[src/rtl/full_adder.sv]
// full_adder: 1-bit full adder with registered result copy and saturating carry-event counter
//   clock     : system clock, registers update on rising edge
//   reset     : synchronous active-high reset
//   A, B, Cin : addend bits and carry-in
//   Sum, Carry: combinational result, valid at all times
//   Sum_q, Carry_q : result registered one cycle later
//   Carry_cnt : saturating count of edges where Carry was 1
module full_adder #(
    parameter int CNT_W = 8
) (
    input  logic             clock,
    input  logic             reset,
    input  logic             A,
    input  logic             B,
    input  logic             Cin,
    output logic             Sum,
    output logic             Carry,
    output logic             Sum_q,
    output logic             Carry_q,
    output logic [CNT_W-1:0] Carry_cnt
);
    assign Sum   = A ^ B ^ Cin;
    assign Carry = (A & B) | (A & Cin) | (B & Cin);
    always_ff @(posedge clock) begin
        if (reset) begin
            Sum_q     <= 1'b0;
            Carry_q   <= 1'b0;
            Carry_cnt <= '0;
        end else begin
            Sum_q   <= Sum;
            Carry_q <= Carry;
            // all-ones is the saturation point; hold instead of wrapping
            if (Carry && Carry_cnt != '1)
                Carry_cnt <= Carry_cnt + 1'b1;
        end
    end
endmodule

[config.mk]
export PLATFORM = sky130hd
export DESIGN_NAME = full_adder
export DESIGN_NICKNAME = d
export VERILOG_FILES = /design/src/rtl/full_adder.sv
export SDC_FILE = /design/constraint.sdc
export NUM_CORES = 1
export LEC_CHECK = 0
export ABC_AREA = 1
export CORE_AREA = 10 10 51 53
export CTS_BUF_LIST = sky130_fd_sc_hd__clkbuf_4 sky130_fd_sc_hd__clkbuf_8
export CTS_CLUSTER_DIAMETER = 100
export DETAILED_ROUTE_END_ITERATION = 8
export DIE_AREA = 0 0 61 63
export GPL_TIMING_DRIVEN = 0
export PLACE_DENSITY = 0.57
export SKIP_CTS_REPAIR_TIMING = 1
export SLEW_MARGIN = 20
export SYNTH_ARGS = -nofsm -noshare
export SYNTH_HDL_FRONTEND = slang
export SYNTH_SLANG_ARGS = --single-unit
[constraint.sdc]
create_clock -name clock -period 1.95 [get_ports clock]
set_clock_uncertainty 0.05 [all_clocks]
set_input_delay 0.39 -clock clock [delete_from_list [all_inputs] [get_ports clock]]
set_output_delay 0.39 -clock clock [all_outputs]
set_load 0.01 [all_outputs]
==> key figures <==
Outcome
  – Outcome: completed

Placement
  – Area after DPL: about 720 sq um
  – IO Port Bufs: 16
  – Hpwl dp: about 1000 um
  – Dpl cells: between 100 and 150
  – GPL Wtd Cong: 0.718

Detailed routing
  – DRC: 0
  – Via/cell ratio: roughly 4.6
  – Avg WL per Cell: ~11 um
  – 1st-iter DRT viols: 14
  – Router iterations before antenna repair: 4
  – Routed Antenna Nets: 0
  – WL final: 1.28 mm
  – Via count: roughly 540

Power
  – P_int: ~0.00033 W
  – Switch share: between 20% and 30%
  – Reg power frac: between 50% and 60%
  – PD cells: just under 600 nW/um^2
  – Power share of the combinational group: between 10% and 20%
  – P_sw: between 0.0001 and 0.00015 W
  – Clock share of power: between 30% and 40%
  – Peak VDD IR: ~330 uV
  – Static Leakage: between 0.3 and 0.4 nW

Die
  – Io pins: 17
  – Die Y: about 63 um
  – Chip Width: 61 um
  – Die area: roughly 3800 sq um
  – Starting density of the core: approximately 33%
  – Row cnt: 15
  – Placeable core area: 1650 sq um

Clock network
  – H-tree Lvls: 1
  – Num CTS Buffers: 3
  – Clock root buffer: clkbuf_4
  – Clock Sinks: 10
  – Clk Latency, worst-skew pair: about 260 ps
  – Clock slew at reported path FFs: around 70 ps
  – CTS Buffer Depth: 2
  – CTS tree: done

Worst setup path
  – Critical path, cell by cell: clkdlybuf4s50_1, fa_1, buf_2
  – Critical Path AT: 1450 ps
  – Crit path largest cell delay: roughly 500 ps
  – Startpoint types: input pin
  – CP endpoint kind: primary output
  – Critical Path RT: around 1500 ps
  – CP max FO: 2
  – WS Path Type: in -> out
  – Slowest CP cell: fa_1

GRT
  – Gr ovfl total: 0
  – Largest net degree at the start of global routing: 11
  – Tot GR Track Use: under 10%
  – First-pass GRT wire length: between 2 and 2.5 mm
  – Initial antenna violation count: 0
  – Number of global-route vias before repair: between 400 and 500

Cells and area
  – Area of the multi-input gates: approximately 280 sq um
  – Layout Utilization: ~46%
  – # fillers: ~190
  – Final Non-Filler Cells: between 100 and 150
  – Final Cell Area: 757 sq um
  – Nets: 109
  – Antenna cells: 0
  – Area Growth Syn to Fin: 39.4%
  – Share of layout cells above drive strength 1: 10.0%
  – Register area: 200 sq um

Timing
  – Hold Vio Cnt, Final: 0
  – Worst rel slew slack: between 80% and 90%
  – Setup violators final: 0
  – Part of the cycle the worst path needs: 96.7%
  – Slew Viols, Final: 0
  – Unrepaired setup endpoints after global routing: false
  – Worst hold slack: between 400 and 500 ps
  – Worst-Margin Slew: 271 ps
  – Peak Freq: 530 MHz
  – Minimum clock period: around 1900 ps

Synth
  – Seq cells post-synth: 10
  – Synthesis Warnings: 0
  – Synth cell types: 14
  – Synth Area per Inst: approximately 6.8 sq um
  – Sequential area share after synthesis: 36.9%
  – Synth Net Count: 87
  – Synth Cell Area: 543 sq um
  – Post-Synthesis Cells: 80

Worst hold path
  – HP Class: reg -> reg

Flow run
  – Max-cap violations: 0
## Yosys cell counts
| cell | number | area, sq um |
|---|---|---|
| nor2_4 | 2 | 22.5 |
| ha_1 | 1 | 12.5 |
| a21oi_1 | 7 | 35.0 |
| fa_1 | 1 | 20.0 |
| nand3b_1 | 2 | 15.0 |
| nor2_1 | 13 | 48.8 |
| nor2_2 | 1 | 6.26 |
| dfxtp_1 | 10 | 200 |
| nor3_1 | 1 | 5.00 |
| nand3_1 | 7 | 35.0 |
| nand2_1 | 22 | 82.6 |
| buf_4 | 1 | 7.51 |
| buf_6 | 1 | 11.3 |
| inv_1 | 11 | 41.3 |
## worst max-delay path: cells and delay by family
family / cells / cell delay (ps)
buf+inv: 2 / 560
fa+ha+maj: 1 / 500
## sequential cells by signal, summed over array words and instances, names as in the netlist
register and count:
Carry_q 1, Carry_cnt 8, Sum_q 1
## power groups by stage
stage                logic, W  registers [W]  clock network (W)
floorplan           0.0000347       0.000228                  0
global placement    0.0000800       0.000224                  0
detailed placement  0.0000807       0.000225                  0
CTS                 0.0000813       0.000220           0.000149
global route        0.0000875       0.000221           0.000156
finish              0.0000791       0.000220           0.000140
## area by class of cell
type,instances,area share [%]
Timing Repair Buffer,17,22.5
Clock buffer,3,2.98
Tap cell,17,2.81
Buffer,2,2.48
Multi-Input combinational cell,57,37.4
Inverter,11,5.45
Sequential cell,10,26.4
## placed cells by master (no fill, tap or decap)
master           count
a21oi_1              7
buf_2                1
buf_4                2
buf_6                1
clkbuf_4             3
clkdlybuf4s50_1     12
dfxtp_1             10
dlymetal6s2s_1       3
fa_1                 1
ha_1                 1
inv_1               11
nand2_1             22
nand3_1              7
nand3b_1             2
nor2_1              13
nor2_2               1
nor2_4               2
nor3_1               1
## per-layer routing
metal | vias up | global-route usage [%] | part of all wire [%]
met3 | 2 | 4.07 | 9.7
li1 | 286 | - | -
met4 | 0 | 5.49 | 1.2
met5 | - | 0 | 0
met1 | 242 | 7.46 | 41
met2 | 14 | 10.6 | 48
## cell families (layout without fill, tap and decap cells)
| group | count (synthesis) | count (layout) | share of synthesized area [%] |
|---|---|---|---|
| AOI/OAI and AO/OA | 7 | 7 | 6.45 |
| adders and majority gates | 2 | 2 | 5.99 |
| DFF | 10 | 10 | 36.9 |
| and+or+nand+nor | 48 | 48 | 39.6 |
| buffers and inverters | 13 | 33 | 11.1 |
## path summary, 6_finish.rpt
kind	startpoint	endpoint	slack [ps]	depth (start not counted)
max reg2reg	Carry_cnt[0]	Carry_cnt[3]	570	7
max	A	Sum	60	3
min reg2reg	Carry_cnt[5]	Carry_cnt[5]	480	2
min	Carry_cnt[5]	Carry_cnt[5]	480	2
## metrics by stage
| step | setup TNS [ps] | worst slack [ps] | total power, W |
|---|---|---|---|
| 6_report | 0 | 63.9 | 0.000439 |
| 3_5_place_dp | -941 | -430 | 0.000306 |
| 2_1_floorplan | 0 | 335 | 0.000262 |
| 4_1_cts | -698 | -435 | 0.000451 |
| 5_1_grt | 0 | 51.1 | 0.000464 |
| 3_3_place_gp | -876 | -429 | 0.000304 |
(Power assumes the default switching activity.)
